[src/rtl/decode_pipe_stage_if.sv]
// Bundle of the fetch-side, write-back, execute-stage and pipeline-register
// signals of the decode stage. The master drives the inputs and the slave
// (the decode stage) drives the registered outputs.
interface decode_pipe_stage_if #(
  parameter int DATA_WIDTH  = 16,
  parameter int ADDR_WIDTH  = 3,
  parameter int INSTR_WIDTH = 16,
  parameter int CTRL_WIDTH  = 24
);
  logic                   i_valid;
  logic [INSTR_WIDTH-1:0] i_instr;
  logic [CTRL_WIDTH-1:0]  i_ctrl;
  logic                   i_read1;
  logic                   i_read2;
  logic                   i_stall;
  logic                   i_flush;
  logic                   i_write_back;
  logic [ADDR_WIDTH-1:0]  i_write_addr;
  logic [DATA_WIDTH-1:0]  i_write_data;
  logic                   i_ex_valid;
  logic                   i_ex_mem_read;
  logic [ADDR_WIDTH-1:0]  i_ex_rd;
  logic                   o_ready;
  logic                   o_hazard;
  logic                   o_valid;
  logic [CTRL_WIDTH-1:0]  o_ctrl;
  logic [DATA_WIDTH-1:0]  o_data1;
  logic [DATA_WIDTH-1:0]  o_data2;
  logic [ADDR_WIDTH-1:0]  o_rd;
  logic [ADDR_WIDTH-1:0]  o_rs;

  modport master (
    output i_valid, i_instr, i_ctrl, i_read1, i_read2, i_stall, i_flush,
           i_write_back, i_write_addr, i_write_data,
           i_ex_valid, i_ex_mem_read, i_ex_rd,
    input  o_ready, o_hazard, o_valid, o_ctrl, o_data1, o_data2, o_rd, o_rs
  );

  modport slave (
    input  i_valid, i_instr, i_ctrl, i_read1, i_read2, i_stall, i_flush,
           i_write_back, i_write_addr, i_write_data,
           i_ex_valid, i_ex_mem_read, i_ex_rd,
    output o_ready, o_hazard, o_valid, o_ctrl, o_data1, o_data2, o_rd, o_rs
  );
endinterface

[src/rtl/decode_pipe_stage.sv]
// Decode stage: architectural register file with write-back bypass on both
// read ports, load-use hazard detection against execute, and the
// decode/execute pipeline register with flush, stall and bubble controls.
module decode_pipe_stage #(
  parameter int DATA_WIDTH  = 16,
  parameter int REG_COUNT   = 8,
  parameter int ADDR_WIDTH  = $clog2(REG_COUNT),
  parameter int INSTR_WIDTH = 16,
  parameter int RD_LSB      = 8,
  parameter int RS_LSB      = 5,
  parameter int CTRL_WIDTH  = 24
) (
  input logic                i_clk,
  input logic                i_reset,
  decode_pipe_stage_if.slave bus
);

  logic [DATA_WIDTH-1:0] regs [REG_COUNT];
  logic [ADDR_WIDTH-1:0] rd_addr;
  logic [ADDR_WIDTH-1:0] rs_addr;
  logic [DATA_WIDTH-1:0] data1;
  logic [DATA_WIDTH-1:0] data2;
  logic                  hazard;

  logic                  valid_q;
  logic [CTRL_WIDTH-1:0] ctrl_q;
  logic [DATA_WIDTH-1:0] data1_q;
  logic [DATA_WIDTH-1:0] data2_q;
  logic [ADDR_WIDTH-1:0] rd_q;
  logic [ADDR_WIDTH-1:0] rs_q;
  // Read enables of the held instruction, needed to refresh operands that
  // get written back while the instruction is stalled.
  logic                  read1_q;
  logic                  read2_q;

  // Instruction bits outside the rd/rs fields are decoded by the external
  // control unit.
  logic unused_instr;
  assign unused_instr = ^bus.i_instr;

  assign rd_addr = bus.i_instr[RD_LSB +: ADDR_WIDTH];
  assign rs_addr = bus.i_instr[RS_LSB +: ADDR_WIDTH];

  // Register file write; never blocked by stall, flush or hazard.
  always_ff @(posedge i_clk or negedge i_reset) begin
    if (!i_reset) begin
      for (int i = 0; i < REG_COUNT; i++) regs[i] <= '0;
    end else if (bus.i_write_back) begin
      regs[bus.i_write_addr] <= bus.i_write_data;
    end
  end

  // Operand read with same-cycle write-back bypass; disabled ports read 0.
  always_comb begin
    data1 = '0;
    data2 = '0;
    if (bus.i_read1) begin
      if (bus.i_write_back && (bus.i_write_addr == rd_addr)) data1 = bus.i_write_data;
      else                                                   data1 = regs[rd_addr];
    end
    if (bus.i_read2) begin
      if (bus.i_write_back && (bus.i_write_addr == rs_addr)) data2 = bus.i_write_data;
      else                                                   data2 = regs[rs_addr];
    end
  end

  // Load-use hazard: the load in execute has not produced its data yet.
  always_comb begin
    hazard = bus.i_valid && bus.i_ex_valid && bus.i_ex_mem_read &&
             ((bus.i_read1 && (rd_addr == bus.i_ex_rd)) ||
              (bus.i_read2 && (rs_addr == bus.i_ex_rd)));
  end

  // Pipeline register: flush, then stall (with write-back refresh), then
  // bubble on hazard, otherwise capture.
  always_ff @(posedge i_clk or negedge i_reset) begin
    if (!i_reset) begin
      valid_q <= 1'b0;
      ctrl_q  <= '0;
      data1_q <= '0;
      data2_q <= '0;
      rd_q    <= '0;
      rs_q    <= '0;
      read1_q <= 1'b0;
      read2_q <= 1'b0;
    end else if (bus.i_flush) begin
      valid_q <= 1'b0;
      ctrl_q  <= '0;
    end else if (bus.i_stall) begin
      if (valid_q && bus.i_write_back) begin
        if (read1_q && (rd_q == bus.i_write_addr)) data1_q <= bus.i_write_data;
        if (read2_q && (rs_q == bus.i_write_addr)) data2_q <= bus.i_write_data;
      end
    end else if (hazard) begin
      valid_q <= 1'b0;
      ctrl_q  <= '0;
    end else begin
      valid_q <= bus.i_valid;
      ctrl_q  <= bus.i_valid ? bus.i_ctrl : '0;
      data1_q <= data1;
      data2_q <= data2;
      rd_q    <= rd_addr;
      rs_q    <= rs_addr;
      read1_q <= bus.i_read1;
      read2_q <= bus.i_read2;
    end
  end

  assign bus.o_hazard = hazard;
  assign bus.o_ready  = !hazard && !bus.i_stall;
  assign bus.o_valid  = valid_q;
  assign bus.o_ctrl   = ctrl_q;
  assign bus.o_data1  = data1_q;
  assign bus.o_data2  = data2_q;
  assign bus.o_rd     = rd_q;
  assign bus.o_rs     = rs_q;

endmodule

[src/flat_wrapper.sv]
// flat-port wrapper written by rule: the top's interface ports become plain ports
module decode_pipe_stage_flat 
#(
  parameter int DATA_WIDTH  = 16,
  parameter int REG_COUNT   = 8,
  parameter int ADDR_WIDTH  = $clog2(REG_COUNT),
  parameter int INSTR_WIDTH = 16,
  parameter int RD_LSB      = 8,
  parameter int RS_LSB      = 5,
  parameter int CTRL_WIDTH  = 24
)
  (i_clk, i_reset, bus_i_valid, bus_i_instr, bus_i_ctrl, bus_i_read1, bus_i_read2, bus_i_stall, bus_i_flush, bus_i_write_back, bus_i_write_addr, bus_i_write_data, bus_i_ex_valid, bus_i_ex_mem_read, bus_i_ex_rd, bus_o_ready, bus_o_hazard, bus_o_valid, bus_o_ctrl, bus_o_data1, bus_o_data2, bus_o_rd, bus_o_rs);
  decode_pipe_stage_if #(.DATA_WIDTH(DATA_WIDTH), .ADDR_WIDTH(ADDR_WIDTH), .INSTR_WIDTH(INSTR_WIDTH), .CTRL_WIDTH(CTRL_WIDTH)) bus_i ();
  input logic i_clk;
  input logic i_reset;
  input wire logic [$bits(bus_i.i_valid)-1:0] bus_i_valid;
  input wire logic [$bits(bus_i.i_instr)-1:0] bus_i_instr;
  input wire logic [$bits(bus_i.i_ctrl)-1:0] bus_i_ctrl;
  input wire logic [$bits(bus_i.i_read1)-1:0] bus_i_read1;
  input wire logic [$bits(bus_i.i_read2)-1:0] bus_i_read2;
  input wire logic [$bits(bus_i.i_stall)-1:0] bus_i_stall;
  input wire logic [$bits(bus_i.i_flush)-1:0] bus_i_flush;
  input wire logic [$bits(bus_i.i_write_back)-1:0] bus_i_write_back;
  input wire logic [$bits(bus_i.i_write_addr)-1:0] bus_i_write_addr;
  input wire logic [$bits(bus_i.i_write_data)-1:0] bus_i_write_data;
  input wire logic [$bits(bus_i.i_ex_valid)-1:0] bus_i_ex_valid;
  input wire logic [$bits(bus_i.i_ex_mem_read)-1:0] bus_i_ex_mem_read;
  input wire logic [$bits(bus_i.i_ex_rd)-1:0] bus_i_ex_rd;
  output wire logic [$bits(bus_i.o_ready)-1:0] bus_o_ready;
  output wire logic [$bits(bus_i.o_hazard)-1:0] bus_o_hazard;
  output wire logic [$bits(bus_i.o_valid)-1:0] bus_o_valid;
  output wire logic [$bits(bus_i.o_ctrl)-1:0] bus_o_ctrl;
  output wire logic [$bits(bus_i.o_data1)-1:0] bus_o_data1;
  output wire logic [$bits(bus_i.o_data2)-1:0] bus_o_data2;
  output wire logic [$bits(bus_i.o_rd)-1:0] bus_o_rd;
  output wire logic [$bits(bus_i.o_rs)-1:0] bus_o_rs;
  assign bus_i.i_valid = bus_i_valid;
  assign bus_i.i_instr = bus_i_instr;
  assign bus_i.i_ctrl = bus_i_ctrl;
  assign bus_i.i_read1 = bus_i_read1;
  assign bus_i.i_read2 = bus_i_read2;
  assign bus_i.i_stall = bus_i_stall;
  assign bus_i.i_flush = bus_i_flush;
  assign bus_i.i_write_back = bus_i_write_back;
  assign bus_i.i_write_addr = bus_i_write_addr;
  assign bus_i.i_write_data = bus_i_write_data;
  assign bus_i.i_ex_valid = bus_i_ex_valid;
  assign bus_i.i_ex_mem_read = bus_i_ex_mem_read;
  assign bus_i.i_ex_rd = bus_i_ex_rd;
  assign bus_o_ready = bus_i.o_ready;
  assign bus_o_hazard = bus_i.o_hazard;
  assign bus_o_valid = bus_i.o_valid;
  assign bus_o_ctrl = bus_i.o_ctrl;
  assign bus_o_data1 = bus_i.o_data1;
  assign bus_o_data2 = bus_i.o_data2;
  assign bus_o_rd = bus_i.o_rd;
  assign bus_o_rs = bus_i.o_rs;
  decode_pipe_stage #(.DATA_WIDTH(DATA_WIDTH), .REG_COUNT(REG_COUNT), .ADDR_WIDTH(ADDR_WIDTH), .INSTR_WIDTH(INSTR_WIDTH), .RD_LSB(RD_LSB), .RS_LSB(RS_LSB), .CTRL_WIDTH(CTRL_WIDTH)) u_core (.i_clk(i_clk), .i_reset(i_reset), .bus(bus_i));
endmodule
[config.mk]
export PLATFORM = sky130hd
export DESIGN_NAME = decode_pipe_stage_flat
export DESIGN_NICKNAME = d
export VERILOG_FILES = /design/src/rtl/decode_pipe_stage_if.sv /design/src/rtl/decode_pipe_stage.sv /design/src/flat_wrapper.sv
export SDC_FILE = /design/constraint.sdc
export NUM_CORES = 1
export LEC_CHECK = 0
export BUFFER_PORTS_ARGS = -buffer_cell sky130_fd_sc_hd__buf_2
export CORE_AREA = 3 3 159 161
export CTS_BUF_LIST = sky130_fd_sc_hd__clkbuf_4 sky130_fd_sc_hd__clkbuf_8
export DETAILED_ROUTE_END_ITERATION = 10
export DIE_AREA = 0 0 162 164
export PLACE_DENSITY = 0.73
export SYNTH_ARGS = -nofsm -noshare
export SYNTH_HDL_FRONTEND = slang
export SYNTH_SLANG_ARGS = --single-unit
[constraint.sdc]
create_clock -name i_clk -period 2.3 [get_ports i_clk]
set_clock_uncertainty 0.2 [all_clocks]
set_input_delay 0.115 -clock i_clk [delete_from_list [all_inputs] [get_ports i_clk]]
set_output_delay 0.115 -clock i_clk [all_outputs]
set_load 0.01 [all_outputs]
# Yosys cells after proc, flatten, opt, wreduce, memory -nomap -nowiden
# Cells that the tools add are included.
# word_totals
input_bits,72
regBits,193
output_inout_bits,65
# op_classes
n_lt_le_gt_ge,4
bitwise,6
n_mux,28
n_reduce_logical,18
eq_ne,11
# ops
cell,n
$mux W16,17
$bwmux W128,1
$bmux W16 S3,2
$mux W24,4
$demux W16 S3,1
$eq A3 B3 Y1,6
$ge A4 B4 Y1 const B,3
$logic_and A1 B1 Y1,12
$not A3 Y4,3
$ne A2 B1 Y1 const B,4
$reduce_and A4 Y1,2
$lt A4 B1 Y1 const B,1
$mux W1,3
$not A1 Y1,3
$reduce_and A3 Y1,1
$logic_not A1 Y1,2
$ne A2 B2 Y1 const B,1
$logic_or A1 B1 Y1,1

# Logic depth before layout (Yosys ltp)
# Gate-level depths: netlist (run 1).
# logic_depth
depth_word,8
ltp_mapped,7
mapped_depth_nobuf,5

# Worst setup path after synthesis (run 1)
# No wires, ideal clock.
# synth_path
path_type,reg-to-reg
start,reg u_core.rd_q[2] (netlist: u_core.bus.o_rd[2])
end,reg u_core.data1_q[10] (netlist: u_core.bus.o_data1[10])
t_required_ps,1975
arrival_ps,2121
path_stages_with_launch,7
setup_ps,125
setup_slack_ps,-146
path_cell_list,dfrtp_1 > xor2_1 > or4_4 > nor2b_4 > a221oi_4 > buf_6 > mux2_2
# synth_via
elab_chain_cells,4
# synth_lines
element,line,rtl
start: declaration,decode_pipe_stage.sv:29,logic [ADDR_WIDTH-1:0] rd_q;
start signal: assignment,decode_pipe_stage.sv:102,rd_q <= rd_addr;
$eq A3 B3 Y1,decode_pipe_stage.sv:91,if (read1_q && (rd_q == bus.i_write_addr)) data1_q <= bus.i_write_data;
$logic_and A1 B1 Y1,decode_pipe_stage.sv:91,
$ne A2 B1 Y1 (no source line),n/a,
$reduce_and A4 Y1 (no source line),n/a,
end signal: assignment,decode_pipe_stage.sv:91,
end signal: assignment,decode_pipe_stage.sv:100,data1_q <= data1;
end: declaration,decode_pipe_stage.sv:27,logic [DATA_WIDTH-1:0] data1_q;
# No other way between the ends.
# A chain may end at the register's enable or synchronous reset.

# Worst setup path in the final report (run 1)
# layout_path
start,reg u_core.rs_q[2] (netlist: u_core.bus.o_rs[2])
end,reg u_core.data2_q[14] (netlist: u_core.bus.o_data2[14])
# layout_via
elab_chain_cells,4
# layout_lines
element,line,rtl
start: declaration,decode_pipe_stage.sv:30,logic [ADDR_WIDTH-1:0] rs_q;
start signal: assignment,decode_pipe_stage.sv:103,rs_q <= rs_addr;
$eq A3 B3 Y1,decode_pipe_stage.sv:92,if (read2_q && (rs_q == bus.i_write_addr)) data2_q <= bus.i_write_data;
$logic_and A1 B1 Y1,decode_pipe_stage.sv:92,
$ne A2 B1 Y1 (no source line),n/a,
$reduce_and A4 Y1 (no source line),n/a,
end signal: assignment,decode_pipe_stage.sv:92,
end signal: assignment,decode_pipe_stage.sv:101,data2_q <= data2;
end: declaration,decode_pipe_stage.sv:28,logic [DATA_WIDTH-1:0] data2_q;
# No other way between the ends.

==> results of run 1 <==
cells by family (layout without fill, tap and decap cells):
logic type,after synthesis,after routing,share of synthesized area [%]
buffers and inverters,71,266,3.14
AOI/OAI and AO/OA,94,94,8.71
and+or+nand+nor,64,64,3.78
muxes,264,264,33.3
xor gates and xnor gates,18,18,1.61
DFF,193,193,49.4
Yosys cell counts:
cell type  count  area (sq um)
o21bai_1       2          15.0
a22o_1        56           490
nor2b_1        3          18.8
and2_1         2          12.5
nand3_1        1          5.00
nor3b_1        2          15.0
mux4_2        32           721
a221oi_1      32           280
nor3b_2        2          25.0
dfrtp_1      193          4830
nand4_1        7          43.8
mux2_2       168          1890
nor2_1        33           124
a21oi_1        1          5.00
nand2b_1       1          6.26
xor2_1         6          52.6
inv_1          2          7.51
mux2i_1       64           641
nand2_1        2          7.51
buf_1         24          90.1
nor3_2         1          10.0
nor3_1         2          10.0
or4_4          2          22.5
nor4b_2        1          15.0
clkbuf_1      28           105
a221oi_4       2          52.6
buf_6          3          33.8
buf_2         14          70.1
nand4b_1       3          26.3
a21o_1         1          7.51
xnor2_1       12           105
nor2b_4        2          27.5
report_power, final:
| part | internal, mW | switching (mW) |
|---|---|---|
| logic | 1.32 | 0.952 |
| clock network | 0.802 | 1.33 |
| registers | 4.04 | 0.448 |
| total | 6.16 | 2.73 |
worst max-delay path, delay by kind of cell (launching register included):
kind	cells	cell delay (ns)
AOI/OAI and AO/OA	1	0.29
buffers and inverters	2	0.30
muxes	1	0.29
and+or+nand+nor	2	0.70
DFF	1	0.40
xor gates and xnor gates	1	0.15
what timing repair did:
| action | CTS | global route |
|---|---|---|
| resized for setup | 18 | 2 |
| buffers inserted | 0 | 2 |
| endpoints found under the setup margin | 32 | 32 |
| hold endpoints to repair | 376 | 0 |
| pin swaps | 0 | 2 |
| hold buffers | 45 | 0 |
| cloned | 0 | 1 |
state kept, by name, indices dropped and copies added (netlist names):
register	count
u_core.bus.o_rd	3
u_core.read2_q	1
u_core.bus.o_rs	3
u_core.bus.o_ctrl	24
u_core.bus.o_data2	16
u_core.bus.o_data1	16
u_core.regs	128
u_core.read1_q	1
u_core.bus.o_valid	1
cell type report:
class,instances,area (sq um)
Fill cell,2120,12000
Sequential cell,193,4830
Multi-Input combinational cell,440,4730
Timing Repair Buffer,232,1710
Tap cell,324,405
Clock buffer,17,234
Clock inverter,15,143
Inverter,2,7.51
routing by layer:
metal / part of all wire (%) / wire (um) / vias up
met5: 0 / 0 / -
met2: 48 / 12100 / 202
met1: 45 / 11200 / 3522
met3: 5.4 / 1360 / 39
met4: 2.0 / 501 / 0
li1: - / - / 3033
through the flow:
step                      worst slack, ns  cells  TNS, ns  power, mW  util (%)
after floorplan                    -0.146    704    -2.91       5.91         -
after CTS                          -0.122   1220    -2.95       8.92      49.8
after global placement            -0.0511   1143   -0.921       6.59      46.1
after global routing               -0.185   1223    -5.46       9.36      50.0
final                              -0.139   1223    -3.99       8.89      50.0
after detailed placement          -0.0973   1143    -2.33       6.70      46.1
how the worst min path moves through the flow:
stage	end	cells past startpoint	slack (ns)
after floorplan	u_core.bus.o_ctrl[0]$_DFFE_PN0P_	0	-0.38
after global placement	u_core.bus.o_data1[7]$_DFFE_PN0P_	1	-0.05
after detailed placement	u_core.bus.o_data2[7]$_DFFE_PN0P_	1	-0.05
after CTS	u_core.bus.o_data2[7]$_DFFE_PN0P_	2	0.005
after global routing	u_core.bus.o_rd[1]$_DFFE_PN0P_	3	0.02
final	u_core.bus.o_data2[7]$_DFFE_PN0P_	2	0.01
==> flow_metrics.tcl, run 1 <==
set metrics [dict create \
    fin_ws_ns -0.139 \
    die_y_um 164 \
    hold_path_class "in -> async" \
    crit_start "u_core.bus.o_rs[2]$_DFFE_PN0P_" \
    fmaxAchievable_mhz 410 \
    ys_types 32 \
    rows 57 \
    syn_nets 776 \
    crit_path_end "u_core.bus.o_data2[14]$_DFFE_PN0P_" \
    grt_pass1_wl_mm 39.7 \
    cpMaxStageDelayCell "or4_4" \
    cts_buffers 17 \
    drtPass1Iterations 4 \
    setup_violations 32 \
    worstSkewPairLatency_ns 0.47 \
    final_area_sq_um 12100 \
    core-area_sq_um 24100 \
    die_x_um 162 \
    arrival_ns 2.60 \
    final_cell_mix "dfrtp_1, mux2_2, buf_2, mux2i_1, a22o_1" \
    drive_gt1_share_pct 48.2 \
    worstReg2RegStart "u_core.bus.o_rs[2]$_DFFE_PN0P_" \
    cts_buffer_depth 2 \
    grt_pass1_vias 7080 \
    start_util_pct 40.5 \
    reg2reg_slack_ns -0.14 \
    cts_root_buf "clkbuf_8" \
    crit_path_start_kind "flop" \
    r2r_cells 7 \
    ant_nets 0 \
    p_per_area_nw_per_um2 737 \
    gr-usage-met1_pct 25.1 \
    grt_use_met3_pct 4.06 \
    violations "negative setup slack" \
    cellLeakagePower_nw 5.48 \
    drtIter0Drc 522 \
    hold_viol 0 \
    syn_area_sq_um 9770 \
    synth-seq-cells 193 \
    n_antenna_cell 0 \
    grt-busiest-layer "met2" \
    ioPinCount 137 \
    yosysWarnings 0 \
    whs_ns 0.0124 \
    clock-sinks 193 \
    cp.required_ns 2.46 \
    slew_headroom_pct 46.1 \
    htreeDepth 4 \
    antenna_found_initial 0 \
    maxCapViolCount 0 \
    overflow 0 \
    area.growth.synth_to_final_pct 23.4 \
    period_share_pct 106 \
    final_nets 958 \
    critPathCaptureType "flop" \
    min_period_ns 2.44 \
    drc 0 \
    grt_max_degree 67 \
    postSynthCellCount 704 \
    worst_pin_slew_ns 0.807 \
    critPathMaxStageDelay_ns 0.54 \
    hpwl_mm 17.3 \
    slew_viol_final 0 \
    via_count 6796 \
    viasPerCell 5.56 \
    wl_mm 25.1 \
    cp_cell_sequence "xor2_1 -> or4_4 -> nor2b_4 -> a221oi_4 -> buf_12 -> clkbuf_16 -> mux2_4" \
    gp_routability_congestion 0.795 \
    status "complete, but fails checks" \
    die_area_sq_um 26600 \
    vdd_drop_max_uv 377 \
    path_max_fanout 5 \
    seq_area_frac_synth_pct 49.4 \
    drt-wirelength-per-cell_um 20.5 \
    rsz0062_at_grt "true" \
    track_usage_pct 18.9 \
    path_class "reg -> reg" \
    postPlaceCellArea_sq_um 11100 \
    grt_util_met2_pct 31.1 \
    final_common_cell "dfrtp_1" \
    r2r-end "u_core.bus.o_data2[14]$_DFFE_PN0P_" \
    portBuffers 126 \
    cts_tree "done" \
    avgSynthCellArea_sq_um 13.9 \
    clk_pin_slew_worst_paths_ns 0.10 \
]
No activity file was read; power rests on OpenSTA's default activity.
==> run 2, diff against run 1 <==
--- a/config.mk
+++ b/config.mk
@@ -10,7 +10,7 @@
 export CTS_BUF_LIST = sky130_fd_sc_hd__clkbuf_4 sky130_fd_sc_hd__clkbuf_8
 export DETAILED_ROUTE_END_ITERATION = 10
 export DIE_AREA = 0 0 162 164
-export PLACE_DENSITY = 0.73
+export PLACE_DENSITY = 0.71
 export SYNTH_ARGS = -nofsm -noshare
 export SYNTH_HDL_FRONTEND = slang
 export SYNTH_SLANG_ARGS = --single-unit
==> constraint.sdc (replaced) <==
create_clock -name i_clk -period 2.5 [get_ports i_clk]
set_clock_uncertainty 0.2 [all_clocks]
set_input_delay 0.125 -clock i_clk [delete_from_list [all_inputs] [get_ports i_clk]]
set_output_delay 0.125 -clock i_clk [all_outputs]
set_load 0.01 [all_outputs]
==> flow_metrics.tcl, run 2 (synthesis gave the netlist of run 1 again) <==
set metrics [dict create \
    viasPerCell 5.62 \
    start_util_pct 40.5 \
    fin_cells 1207 \
    rows 57 \
    antenna_found_initial 2 \
    dpl.cell_count 1129 \
    overflow 0 \
    cp.required_ns 2.67 \
    cpMaxStageDelayCell "or4_4" \
    hold_path_class "in -> reg" \
    p_per_area_nw_per_um2 696 \
    grt_max_degree 64 \
    wl_met1_mm 11.2 \
    vdd_drop_max_uv 363 \
    hpwl_mm 16.9 \
    drtPass1Iterations 4 \
    cp_top_family "simple AND/OR/NAND/NOR gates" \
    crit_path_start_kind "flop" \
    final_common_cell "dfrtp_1" \
    final_cell_mix "dfrtp_1, mux2_2, buf_2, mux2i_1, a22o_1" \
    via_count 6788 \
    drive_gt1_share_pct 47.4 \
    met2WireLength_mm 12.7 \
    path_buf_inv 1 \
    clk_pin_slew_worst_paths_ns 0.09 \
    wl_met3_mm 1.44 \
    cp_cell_sequence "xor2_1 -> or4_4 -> nor2b_4 -> a221oi_4 -> buf_4 -> mux2_2" \
    fmaxAchievable_mhz 420 \
    track_usage_pct 20.2 \
    critPathMaxStageDelay_ns 0.54 \
    clock-sinks 193 \
    switching_share_pct 28.9 \
    die_y_um 164 \
    seq_power_share_pct 49.8 \
    die_x_um 162 \
    clkPwrFrac_pct 25.9 \
    drtIter0Drc 519 \
    area.growth.synth_to_final_pct 21.8 \
    p_switching_mw 2.40 \
    top_register "u_core.regs" \
    top_layer "met5" \
    ioPinCount 137 \
    arrival_ns 2.55 \
    grt_pass1_vias 7241 \
    maxCapViolCount 0 \
    core-area_sq_um 24100 \
    period_share_pct 95.2 \
    critPathCaptureType "flop" \
    p_int_mw 5.88 \
    final_nets 941 \
    path_class "reg -> reg" \
    cts_buffer_depth 2 \
    drt-wirelength-per-cell_um 21.5 \
    gp_routability_congestion 0.822 \
    cellLeakagePower_nw 5.34 \
    worstSkewPairLatency_ns 0.48 \
    die_area_sq_um 26600 \
    wl_mm 26.0 \
    cts_tree "done" \
    cts_buffers 17 \
    largest_reg_flops 128 \
    cts_setup_buffers 0 \
    setup_violations 0 \
    drc 0 \
    comb_power_share_pct 24.2 \
    htreeDepth 4 \
    grt_pass1_wl_mm 41.5 \
    whs_ns 0.0272 \
    path_max_fanout 5 \
    rsz0062_at_grt "true" \
    worst_pin_slew_ns 1.04 \
    portBuffers 126 \
    slew_viol_final 0 \
    min_period_ns 2.38 \
    hold_viol 0 \
    status "finished clean" \
    cts_root_buf "clkbuf_8" \
    slew_headroom_pct 30.1 \
    ant_nets 0 \
]
==> run 2: cell types whose count changed in the layout (fill, tap and decap cells not counted), sizes merged, moves of 2 or more <==
cell / change
buf: -15
bufinv: +2
clkbuf: +4
clkinv: -3
clkinvlp: +2
inv: -6
==> run 2: routing by layer <==
metal	GRT usage, %	vias up
li1	-	3003
met1	26.7	3506
met2	33.7	231
met3	4.09	46
met4	6.32	2
met5	0	-
==> run 2: power groups by stage <==
stage	Combinational, mW	Clock [mW]	Sequential, mW
5_1_grt	2.19	2.31	4.21
4_1_cts	2.02	2.19	4.11
3_3_place_gp	1.90	0	4.13
6_report	2.01	2.15	4.12
2_1_floorplan	1.31	0	4.13
3_5_place_dp	1.95	0	4.18
==> run 2: final timing paths <==
check	from	end	slack [ns]	depth (start not counted)
max reg2reg	u_core.bus.o_rs[2]$_DFFE_PN0P_	u_core.bus.o_data2[15]$_DFFE_PN0P_	0.12	6
min reg2reg	u_core.bus.o_ctrl[5]$_DFFE_PN0P_	u_core.bus.o_ctrl[5]$_DFFE_PN0P_	0.31	1
max in group asynchronous	i_reset	u_core.regs[2]$_DFFE_PN0P_	1.63	3
min	bus_i_valid	u_core.bus.o_valid$_DFFE_PN0P_	0.03	4
min in group asynchronous	i_reset	u_core.regs[8]$_DFFE_PN0P_	0.07	3
max	u_core.bus.o_rs[2]$_DFFE_PN0P_	u_core.bus.o_data2[15]$_DFFE_PN0P_	0.12	6
==> run 2: repair_timing <==
action / CTS / global route
hold buffers: 45 / 0
resized for setup: 0 / 1
setup endpoints to repair: 0 / 3
hold endpoints to repair: 374 / 0
==> run 2: final cells by class <==
type                    instances  area [sq um]
clock inverters                10           125
diodes                          1          2.50
well taps                     324           405
inverters                       2          7.51
flip-flops and latches        193          4830
multi-input cells             440          4660
fillers                      2166         12200
clock buffers                  22           297
repair buffers                215          1560
==> run 2: stage by stage <==
step | total power, mW | cell area, sq um | worst slack, ns | TNS [ns] | utilization (%)
2_1_floorplan | 5.44 | 9770 | 0.0543 | 0 | -
3_3_place_gp | 6.04 | 11000 | 0.122 | 0 | 45.6
3_5_place_dp | 6.12 | 11000 | 0.113 | 0 | 45.6
4_1_cts | 8.32 | 11900 | 0.0882 | 0 | 49.3
5_1_grt | 8.70 | 11900 | -0.00124 | -0.00124 | 49.3
6_report | 8.28 | 11900 | 0.120 | 0 | 49.3
==> run 2: worst register-to-register path, stage by stage, from the launching register on <==
cell,delay (ns)
dfrtp_1,0.41
xor2_1,0.15
or4_4,0.54
nor2b_4,0.15
a221oi_4,0.29
buf_4,0.21
mux2_2,0.33
